$ cat config.mk
export PLATFORM = sky130hd
export DESIGN_NAME = isa_dma_target
export DESIGN_NICKNAME = d
export VERILOG_FILES = /design/src/rtl/isa_dma_target.sv
export SDC_FILE = /design/constraint.sdc
export NUM_CORES = 1
export LEC_CHECK = 0
export BUFFER_PORTS_ARGS = -buffer_cell sky130_fd_sc_hd__buf_2
export CORE_UTILIZATION = 45
export DETAILED_ROUTE_END_ITERATION = 8
export GPL_TIMING_DRIVEN = 1
export PLACE_DENSITY = 0.72
export REMOVE_ABC_BUFFERS = 1
export SYNTH_ARGS = -nofsm -noshare
export SYNTH_HDL_FRONTEND = slang
export SYNTH_SLANG_ARGS = --single-unit
$ cat constraint.sdc
create_clock -name clock -period 3.55 [get_ports clock]
set_input_delay 0.1775 -clock clock [delete_from_list [all_inputs] [get_ports clock]]
set_output_delay 0.1775 -clock clock [all_outputs]
set_load 0.1 [all_outputs]
$ cat src/rtl/isa_dma_target.sv
`default_nettype none
// +----------------------------------------------------------------------------+
// | Module      : isa_dma_target                                               |
// | Description : 8-bit XT/ISA bus target. Serves CPU programmed I/O to a      |
// |               4-byte register window and single-mode DMA on one channel,  |
// |               bridging both to local tx (device->host) and rx             |
// |               (host->device) byte FIFOs with valid/ready handshakes.      |
// | Revision    : 1.0 - initial release                                        |
// +----------------------------------------------------------------------------+
module isa_dma_target #(
  parameter logic [9:0] BASE_PORT   = 10'h300,
  parameter int         FIFO_DEPTH  = 16,
  parameter int         WAIT_CYCLES = 2
) (
  input  logic        clock,
  input  logic        reset,
  input  logic [19:0] address,
  input  logic [7:0]  data_bus_in,
  output logic [7:0]  data_out,
  output logic        data_out_enable,
  input  logic        io_read_n,
  input  logic        io_write_n,
  input  logic        address_enable_n,
  output logic        dma_request,
  input  logic        dma_acknowledge_n,
  input  logic        terminal_count_n,
  output logic        io_channel_ready,
  output logic        interrupt_request,
  input  logic        tx_valid,
  input  logic [7:0]  tx_data,
  output logic        tx_ready,
  output logic        rx_valid,
  output logic [7:0]  rx_data,
  input  logic        rx_ready
);

  localparam int AW = $clog2(FIFO_DEPTH);
  localparam int CW = AW + 1;
  localparam int WW = $clog2(WAIT_CYCLES + 2);

  typedef enum logic [1:0] {
    ST_IDLE    = 2'd0,
    ST_REQ     = 2'd1,
    ST_ACK     = 2'd2,
    ST_RECOVER = 2'd3
  } state_t;

  // Upper address bits are outside the 10-bit I/O decode.
  logic unused_addr_hi;
  assign unused_addr_hi = ^address[19:10];

  // ---------------------------------------------------------------------------
  // Registers
  // ---------------------------------------------------------------------------
  logic          ior_q, iow_q;
  logic          live_q;
  logic          rd_path_q;
  logic          wr_push_q, wr_ctrl_q, wr_stat_q;
  logic [7:0]    wdata_q;
  logic [2:0]    ctrl_q;
  logic          tc_seen_q, rx_overflow_q, tx_underrun_q;
  logic [WW-1:0] wait_q;
  state_t        state_q;
  logic          dreq_q;
  logic          tc_pend_q;

  logic [7:0]    tx_mem_q [FIFO_DEPTH];
  logic [AW-1:0] tx_wptr_q, tx_rptr_q;
  logic [CW-1:0] tx_count_q;
  logic [7:0]    rx_mem_q [FIFO_DEPTH];
  logic [AW-1:0] rx_wptr_q, rx_rptr_q;
  logic [CW-1:0] rx_count_q;

  // ---------------------------------------------------------------------------
  // Decode and strobe edges (raw strobe against its registered copy)
  // ---------------------------------------------------------------------------
  logic sel_pio, sel_dma, sel_any;
  logic rd_low, rd_fall, rd_rise, wr_fall, wr_rise;
  logic rd_path_now;

  assign sel_pio     = address_enable_n && (address[9:2] == BASE_PORT[9:2]);
  assign sel_dma     = !dma_acknowledge_n && !address_enable_n;
  assign sel_any     = sel_pio || sel_dma;
  assign rd_low      = !io_read_n;
  assign rd_fall     = ior_q && !io_read_n;
  assign rd_rise     = !ior_q && io_read_n;
  // A write overlapping a read is ignored: the read wins.
  assign wr_fall     = iow_q && !io_write_n && io_read_n;
  assign wr_rise     = !iow_q && io_write_n;
  assign rd_path_now = sel_dma || (sel_pio && address[1:0] == 2'd0);

  // ---------------------------------------------------------------------------
  // FIFO status and transfer events
  // ---------------------------------------------------------------------------
  logic tx_empty, tx_full, rx_empty, rx_full;
  logic tx_push, tx_pop, rx_push, rx_pop;
  logic underrun_set, overflow_set, ctrl_wr, stat_wr, ack_end, tc_hit;
  logic dreq_cond;

  assign tx_empty     = (tx_count_q == '0);
  assign tx_full      = (tx_count_q == CW'(FIFO_DEPTH));
  assign rx_empty     = (rx_count_q == '0);
  assign rx_full      = (rx_count_q == CW'(FIFO_DEPTH));

  assign tx_push      = tx_valid && !tx_full;
  assign tx_pop       = rd_rise && rd_path_q && !tx_empty;
  assign underrun_set = rd_rise && rd_path_q && tx_empty;
  assign rx_push      = wr_rise && wr_push_q && !rx_full;
  assign overflow_set = wr_rise && wr_push_q && rx_full;
  assign rx_pop       = rx_ready && !rx_empty;
  assign ctrl_wr      = wr_rise && wr_ctrl_q;
  assign stat_wr      = wr_rise && wr_stat_q;

  assign ack_end      = (state_q == ST_ACK) && (rd_rise || wr_rise);
  assign tc_hit       = ack_end && (tc_pend_q || !terminal_count_n);
  assign dreq_cond    = !tc_seen_q && (ctrl_q[1] ? !tx_empty : !rx_full);

  assign tx_ready          = !tx_full;
  assign rx_valid          = !rx_empty;
  assign rx_data           = rx_mem_q[rx_rptr_q];
  assign dma_request       = dreq_q;
  assign io_channel_ready  = (wait_q == '0);
  assign interrupt_request = ctrl_q[2] && tc_seen_q;

  // ---------------------------------------------------------------------------
  // Read data: combinational while a qualified read strobe is low
  // ---------------------------------------------------------------------------
  logic [7:0] rd_mux;
  logic [7:0] tx_head;
  logic [7:0] status;

  assign tx_head = tx_empty ? 8'hFF : tx_mem_q[tx_rptr_q];
  assign status  = {3'b000, tx_underrun_q, rx_overflow_q, tc_seen_q, rx_full, tx_empty};

  // Select the byte presented for the current read access.
  always_comb begin
    rd_mux = 8'hFF;
    if (sel_dma) begin
      rd_mux = tx_head;
    end else begin
      case (address[1:0])
        2'd0:    rd_mux = tx_head;
        2'd1:    rd_mux = {5'b00000, ctrl_q};
        2'd2:    rd_mux = status;
        default: rd_mux = 8'hFF;
      endcase
    end
  end

  // live_q drops asynchronously with reset so the bus is released at once.
  assign data_out_enable = live_q && rd_low && sel_any;
  assign data_out        = data_out_enable ? rd_mux : 8'hFF;

  // Strobe registers, bus-release gate and per-access capture while strobes are low.
  always_ff @(posedge clock or posedge reset) begin
    if (reset) begin
      ior_q     <= 1'b1;
      iow_q     <= 1'b1;
      live_q    <= 1'b0;
      rd_path_q <= 1'b0;
      wr_push_q <= 1'b0;
      wr_ctrl_q <= 1'b0;
      wr_stat_q <= 1'b0;
      wdata_q   <= 8'h00;
    end else begin
      ior_q  <= io_read_n;
      iow_q  <= io_write_n;
      live_q <= 1'b1;
      if (rd_low) begin
        rd_path_q <= rd_path_now;
      end
      if (!io_write_n) begin
        wr_push_q <= io_read_n && rd_path_now;
        wr_ctrl_q <= io_read_n && sel_pio && (address[1:0] == 2'd1);
        wr_stat_q <= io_read_n && sel_pio && (address[1:0] == 2'd2);
        wdata_q   <= data_bus_in;
      end
    end
  end

  // Control register and sticky status flags.
  always_ff @(posedge clock or posedge reset) begin
    if (reset) begin
      ctrl_q        <= 3'b000;
      tc_seen_q     <= 1'b0;
      rx_overflow_q <= 1'b0;
      tx_underrun_q <= 1'b0;
    end else begin
      if (ctrl_wr) begin
        ctrl_q <= wdata_q[2:0];
      end
      if (stat_wr) begin
        if (wdata_q[2]) tc_seen_q     <= 1'b0;
        if (wdata_q[3]) rx_overflow_q <= 1'b0;
        if (wdata_q[4]) tx_underrun_q <= 1'b0;
      end
      if (overflow_set) rx_overflow_q <= 1'b1;
      if (underrun_set) tx_underrun_q <= 1'b1;
      // Terminal count ends the block: stop further requests.
      if (tc_hit) begin
        tc_seen_q <= 1'b1;
        ctrl_q[0] <= 1'b0;
      end
    end
  end

  // Wait-state counter: loaded on a qualified strobe fall, cut short on release.
  always_ff @(posedge clock or posedge reset) begin
    if (reset) begin
      wait_q <= '0;
    end else if ((rd_fall || wr_fall) && sel_any) begin
      wait_q <= WW'(WAIT_CYCLES);
    end else if (io_read_n && io_write_n) begin
      wait_q <= '0;
    end else if (wait_q != '0) begin
      wait_q <= wait_q - 1'b1;
    end
  end

  // DREQ handshake: IDLE -> REQ -> ACK -> RECOVER, gated by enable.
  always_ff @(posedge clock or posedge reset) begin
    if (reset) begin
      state_q   <= ST_IDLE;
      dreq_q    <= 1'b0;
      tc_pend_q <= 1'b0;
    end else if (!ctrl_q[0]) begin
      state_q   <= ST_IDLE;
      dreq_q    <= 1'b0;
      tc_pend_q <= 1'b0;
    end else begin
      case (state_q)
        ST_IDLE: begin
          tc_pend_q <= 1'b0;
          if (dreq_cond) begin
            state_q <= ST_REQ;
            dreq_q  <= 1'b1;
          end
        end
        ST_REQ: begin
          if ((rd_fall || wr_fall) && sel_dma) begin
            state_q <= ST_ACK;
            dreq_q  <= 1'b0;
          end
        end
        ST_ACK: begin
          if (!terminal_count_n) tc_pend_q <= 1'b1;
          if (rd_rise || wr_rise) state_q <= ST_RECOVER;
        end
        default: begin
          state_q <= ST_IDLE;
        end
      endcase
    end
  end

  // tx FIFO pointers and occupancy (local push, bus pop).
  always_ff @(posedge clock or posedge reset) begin
    if (reset) begin
      tx_wptr_q  <= '0;
      tx_rptr_q  <= '0;
      tx_count_q <= '0;
    end else begin
      if (tx_push) tx_wptr_q <= tx_wptr_q + 1'b1;
      if (tx_pop)  tx_rptr_q <= tx_rptr_q + 1'b1;
      if (tx_push && !tx_pop)      tx_count_q <= tx_count_q + 1'b1;
      else if (!tx_push && tx_pop) tx_count_q <= tx_count_q - 1'b1;
    end
  end

  // tx FIFO storage.
  always_ff @(posedge clock) begin
    if (tx_push) tx_mem_q[tx_wptr_q] <= tx_data;
  end

  // rx FIFO pointers and occupancy (bus push, local pop).
  always_ff @(posedge clock or posedge reset) begin
    if (reset) begin
      rx_wptr_q  <= '0;
      rx_rptr_q  <= '0;
      rx_count_q <= '0;
    end else begin
      if (rx_push) rx_wptr_q <= rx_wptr_q + 1'b1;
      if (rx_pop)  rx_rptr_q <= rx_rptr_q + 1'b1;
      if (rx_push && !rx_pop)      rx_count_q <= rx_count_q + 1'b1;
      else if (!rx_push && rx_pop) rx_count_q <= rx_count_q - 1'b1;
    end
  end

  // rx FIFO storage.
  always_ff @(posedge clock) begin
    if (rx_push) rx_mem_q[rx_wptr_q] <= wdata_q;
  end

endmodule
`default_nettype wire

* Yosys cells after proc, flatten, opt, wreduce, memory -nomap -nowiden
Memories as Yosys holds them, arrays and structs flattened.
Cells that the tools add are included.
** Operators by class
- Reduce and logical (&&, ||, !) cells :: 78
- Add/subtract/negate cells :: 9
- Eq/ne operators :: 13
- Multiplexer cells :: 39
** Operators by type and width (count)
- logical AND 1 bit :: 35
- two-way mux 8 bit :: 3
- case mux 8 bit (3 select lines) :: 1
- two-way mux 1 bit :: 21
- two-way mux 5 bit :: 4
- nonzero test 2 bit :: 10
- adder 4 x 1 -> 4 bit, second input constant :: 4
- zero test 1 bit :: 16
- two-way mux 2 bit :: 7
- adder 5 x 1 -> 5 bit, second input constant :: 2
- == test 5 bit, second input constant :: 2
- zero test 5 bit :: 2
- subtractor 5 x 1 -> 5 bit, second input constant :: 2
- != test 3 bit, second input constant :: 3
- == test 8 bit, second input constant :: 1
- AND reduction 2 bit :: 4
- zero test 2 bit :: 3
- != test 3 x 1 -> 1 bit, second input constant :: 2
- case mux 2 bit (3 select lines) :: 1
- AND reduction 3 bit :: 2
- logical OR 1 bit :: 5
- == test 2 x 1 -> 1 bit, second input constant :: 2
- == test 2 bit, second input constant :: 2
- case mux 1 bit (2 select lines) :: 2
- 3 further kinds :: 3
** Word-level totals
- RAM bits :: 256
- Memories kept :: 2
- Register bits :: 53
- Word-level logic and storage cells :: 164
** Memory list
- rx_mem_q :: words 16, width 8, rd ports 1, clocked after memory_dff 0, write ports 1, line 70 : logic [7:0] rx_mem_q [FIFO_DEPTH];
- tx_mem_q :: words 16, width 8, rd ports 1, clocked after memory_dff 0, write ports 1, line 67 : logic [7:0] tx_mem_q [FIFO_DEPTH];

* Logic depth before layout (Yosys ltp)
- Depth in word-level cells :: 8
- Gate-level depth with buffers :: 13

* Worst setup path after synthesis
No wires, ideal clock.
- Kind :: register to register
- Start point :: reg rx_count_q[0]
- End point :: reg rx_count_q[4]
- Path buffers :: 0
- Data arrival time :: 3404 ps
- Cell stages (with the launch flop) :: 13
- Setup slack :: 20 ps
- Clock period less this slack :: 3530 ps
- Cells stage by stage :: dfrtp_1 nor4_2 nand2b_1 and2_1 inv_1 ha_1 inv_1 fa_1 a21o_1 a21oi_1 xnor2_1 nor2_1 xor2_1
** Between the ends
- Word-level cells in the longest chain between the ends :: 6
** Ends and longest elaborated chain
- from (decl) :: line 72 : logic [CW-1:0] rx_count_q;
- from (signal assigned) :: line 284 : if (rx_push && !rx_pop) rx_count_q <= rx_count_q + 1'b1;
- from (signal assigned) :: line 285 : else if (!rx_push && rx_pop) rx_count_q <= rx_count_q - 1'b1;
- zero test 5 bit * :: line 102 : assign rx_empty = (rx_count_q == '0);
- zero test 1 bit *
- named net rx_valid :: line 32 : output logic rx_valid,
- logical AND 1 bit * :: line 110 : assign rx_pop = rx_ready && !rx_empty;
- zero test 1 bit :: line 284
- logical AND 1 bit :: line 284
- two-way mux 5 bit or nonzero test 2 bit (tied branches)
The timed path passes the listed nets; every way through them passes the cells marked *. The select of a mux whose other input is x is not followed.
A chain may end at the register's enable or synchronous reset.

* Worst setup path in the final report
- Start point :: reg tx_rptr_q[1]
- End point :: out data_out[3]
** Between the ends
- Word-level cells in the longest chain between the ends :: 5
** Ends and longest elaborated chain
- from (decl) :: line 68 : logic [AW-1:0] tx_wptr_q, tx_rptr_q;
- from (signal assigned) :: line 264 : if (tx_pop) tx_rptr_q <= tx_rptr_q + 1'b1;
- memory (16 x 8 bit) *
- two-way mux 8 bit * :: line 132 : assign tx_head = tx_empty ? 8'hFF : tx_mem_q[tx_rptr_q];
- case mux 8 bit (3 select lines) :: line 141 : case (address[1:0])
- two-way mux 8 bit * :: line 138 : if (sel_dma) begin
- two-way mux 8 bit * :: line 152 : assign data_out = data_out_enable ? rd_mux : 8'hFF;
- to (decl) :: line 19 : output logic [7:0] data_out,
Every way passes the cells marked *; elsewhere a longest branch is shown, timed or not.

==> impl_metrics.sql <==
INSERT INTO impl_metrics (metric_group, metric, value, unit) VALUES
('pwr', 'pwr-share-comb', '27.9', '%'),
('route', 'wirelength', '25.22', 'mm'),
('pwr', 'power.clock.fraction', '28.7', '%'),
('placed_design', 'globalplace.congestion', '0.7744', ''),
('clock_network', 'cts_max_level', '1', ''),
('die', 'placement_rows', '61', ''),
('placed_design', 'hpwl', '16.14', 'mm'),
('route', 'drt_pre_antenna_iters', '5', ''),
('sta', 'hold_viol', '0', ''),
('worst_setup_path', 'worst_reg_to_reg_cells', '12', ''),
('synthesis', 'synth_async_sr_flop_share', '17.15', '%'),
('worst_setup_path', 'timing.rr.end', 'tx_count_q[4]$_DFFE_PP0P_', ''),
('pwr', 'total_leakage_power', '0.005177', 'uW'),
('worst_setup_path', 'worst_ep_required_time', '3.37', 'ns'),
('min_path', 'min_to', 'tx_mem_q[7][6]$_DFFE_PP_', ''),
('worst_setup_path', 'worstSetupStartpointType', 'flop', ''),
('die', 'ioPinCount', '67', ''),
('sta', 'maxSlewHeadroom', '36.51', '%'),
('clock_network', 'cts_buffers', '30', ''),
('synthesis', 'register_bit_total_from_synthesis', '309', ''),
('synthesis', 'avgSynthCellArea', '17.75', 'um2'),
('die', 'start_util', '46.19', '%'),
('pwr', 'power.share.sequential', '43.5', '%'),
('die', 'die_area', '29430', 'um2'),
('clock_network', 'clock_sinks', '309', ''),
('pwr', 'p_int', '7418', 'uW'),
('min_path', 'hold_start', 'tx_data[6]', ''),
('sta', 'rsz0062_at_grt', 'false', ''),
('synthesis', 'synth_area', '12940', 'um2'),
('clock_network', 'insertion_delay', '0.55', 'ns'),
('worst_setup_path', 'r2r_slack', '0.52', 'ns'),
('die', 'core', '28010', 'um2'),
('sta', 'fin_crit', '3.302', 'ns'),
('sta', 'finalSetupViolations', '0', ''),
('cells_and_area', 'finalNetCount', '896', ''),
('worst_setup_path', 'critical_path.startpoint', 'tx_rptr_q[1]$_DFFE_PP0P_', ''),
('min_path', 'hold-path-cell-count', '1', ''),
('cells_and_area', 'final_design_area_no_fill', '14860', 'um2'),
('sta', 'fin_crit_sh', '93.01', '%'),
('min_path', 'hold_path_class', 'in -> reg', ''),
('synthesis', 'yosys_warnings', '0', ''),
('sta', 'max_clock_freq', '302.8', 'MHz'),
('global_routing', 'grt_util_all_layers', '17.96', '%'),
('synthesis', 'synth-edff-count', '256', ''),
('cells_and_area', 'layout-drive-gt1-share', '22.93', '%'),
('route', 'vias_per_cell', '5.504', ''),
('die', 'die_y', '171.6', 'um'),
('global_routing', 'grt_pass1_vias', '6882', ''),
('worst_setup_path', 'critPathKind', 'reg -> out', ''),
('clock_network', 'clk_path_buf_depth', '3', ''),
('job', 'maxCapViolations', '0', ''),
('synthesis', 'synth_sequential_area_ratio', '69.68', '%'),
('route', 'route.detailed.drc', '0', ''),
('global_routing', 'antenna_found_initial', '0', ''),
('cells_and_area', 'n_antenna_cell', '0', ''),
('status', 'result_of_the_run', 'finished clean', ''),
('synthesis', 'synthDistinctLibCells', '59', ''),
('cells_and_area', 'postLayoutCoreUtil', '53.06', '%'),
('route', 'ant_nets', '0', ''),
('pwr', 'maximum_vdd_drop', '0.0005188', 'V'),
('clock_network', 'cts_root_buffer', 'sky130_fd_sc_hd__clkbuf_16', ''),
('global_routing', 'grt_max_degree', '48', ''),
('die', 'die_w', '171.6', 'um'),
('worst_setup_path', 'crit_path_max_fanout', '24', ''),
('sta', 'tightest_slew', '0.9488', 'ns'),
('route', 'post_drt_wl_per_cell', '20.61', 'um'),
('cells_and_area', 'area_delta_synth_final', '14.87', '%'),
('pwr', 'sw_frac_of_total', '32.59', '%'),
('synthesis', 'synth-main-ff-cell', 'sky130_fd_sc_hd__edfxtp_1', ''),
('worst_setup_path', 'cp-end-kind', 'primary output', ''),
('global_routing', 'global_route.overflow_total', '0', '');
==> state kept, by name, summed over array words and instances, names as in the netlist, 2 cells and up <==
signal and count:
tx_rptr_q 4, rx_count_q 5, wait_q 2, rx_rptr_q 4, rx_wptr_q 4, tx_count_q 5
ctrl_q 3, rx_mem_q 128, tx_mem_q 128, state_q 2, wdata_q 8, tx_wptr_q 4
==> cells in the mapped netlist (10+ instances only) <==
master | number | share of area [%]
sky130_fd_sc_hd__ha_1 | 26 | 2.5
sky130_fd_sc_hd__mux2_2 | 21 | 1.8
sky130_fd_sc_hd__mux4_1 | 30 | 6.1
sky130_fd_sc_hd__o21ai_0 | 26 | 1.0
sky130_fd_sc_hd__dfrtp_1 | 51 | 9.9
sky130_fd_sc_hd__nor2_1 | 43 | 1.2
sky130_fd_sc_hd__a21oi_1 | 10 | 0.39
sky130_fd_sc_hd__xnor2_1 | 19 | 1.3
sky130_fd_sc_hd__inv_1 | 19 | 0.55
sky130_fd_sc_hd__buf_2 | 11 | 0.43
sky130_fd_sc_hd__nor3_1 | 11 | 0.43
sky130_fd_sc_hd__mux4_2 | 36 | 6.3
sky130_fd_sc_hd__nand2_1 | 45 | 1.3
sky130_fd_sc_hd__edfxtp_1 | 256 | 59
==> how the worst max path moves through the flow <==
stage	cells after the start	slack, ns	to
6_report	7	0.25	data_out[3]
3_5_place_dp	12	0.53	tx_count_q[4]$_DFFE_PP0P_
2_1_floorplan	5	-0.70	data_out[3]
3_3_place_gp	12	0.57	tx_count_q[4]$_DFFE_PP0P_
4_1_cts	7	0.19	data_out[3]
5_1_grt	7	0.09	data_out[3]
==> kinds of logic after synthesis <==
group,synth area share [%]
flip-flops,69.68
AND/OR/NAND/NOR,5.145
multiplexers,14.81
AO/OA/AOI/OAI,3.994
buffers and inverters,1.963
adder cells (fa/ha/maj),2.824
XOR/XNOR,1.557
other,0.02898
==> cells in the final DEF, fill, tap and decap left out, drive strengths merged, types with 5 or more instances in the layout <==
master       instances
clkinv               9
nor3                11
nand2b               9
nor2b                8
dfrtp               51
edfxtp             256
o21ai               27
nand3                6
a31oi                5
nor2                43
xnor2               19
mux4                66
a21o                 6
a21oi               11
mux2i                8
buf                 82
o22ai                7
dlygate4sd3         13
clkbuf              41
nand2               45
inv                 19
ha                  26
mux2                21
==> cell type report <==
cell class              instances  area [um2]
flip-flops and latches        309        9019
clock inverters                14       145.1
repair buffers                 95       643.1
well taps                     378       473.0
fillers                      2227       13150
inverters                      19       71.32
clock buffers                  41       843.3
multi-input cells             368        3669
==> layer usage <==
metal	share of wire, %	routed length [um]	GRT usage (%)
met3	3.6	912	2.416
met1	42	10700	23.27
met4	2.4	605	5.047
met2	52	13000	31.61
met5	0	0	0
==> metrics by stage <==
step,std cells,worst slack [ns],total power (uW),hold WS (ns),TNS [ns]
after CTS,1224,0.1932,11100,0.003469,0
final,1224,0.2480,11000,0.01769,0
after global placement,1156,0.5702,7862,0.07151,0
after global routing,1224,0.08977,11490,0.01791,0
after floorplan,696,-0.6970,7127,0.1820,-2.550
after detailed placement,1156,0.5297,7930,0.07387,0
==> critical path, cell delays in order (launching register included) <==
cell and delay [ns]:
sky130_fd_sc_hd__dfrtp_2 0.80, sky130_fd_sc_hd__buf_4 0.34, sky130_fd_sc_hd__mux4_2 0.53, sky130_fd_sc_hd__o22ai_1 0.16, sky130_fd_sc_hd__o21ai_0 0.09, sky130_fd_sc_hd__nor2_1 0.18, sky130_fd_sc_hd__o21ai_0 0.13, sky130_fd_sc_hd__buf_2 0.33
==> what timing repair did <==
action,in CTS,in global routing
hold buffers,13,0
resized for setup,0,0
hold endpoints to repair,71,0
==> power by group through the flow <==
stage               Combinational (uW)  Clock (uW)  Sequential, uW
finish                            3060        3150            4790
global placement                  3020           0            4840
floorplan                         2340           0            4790
CTS                               3090        3200            4800
detailed placement                3060           0            4870
global route                      3300        3340            4850
Power figures use the tool's default switching activity.
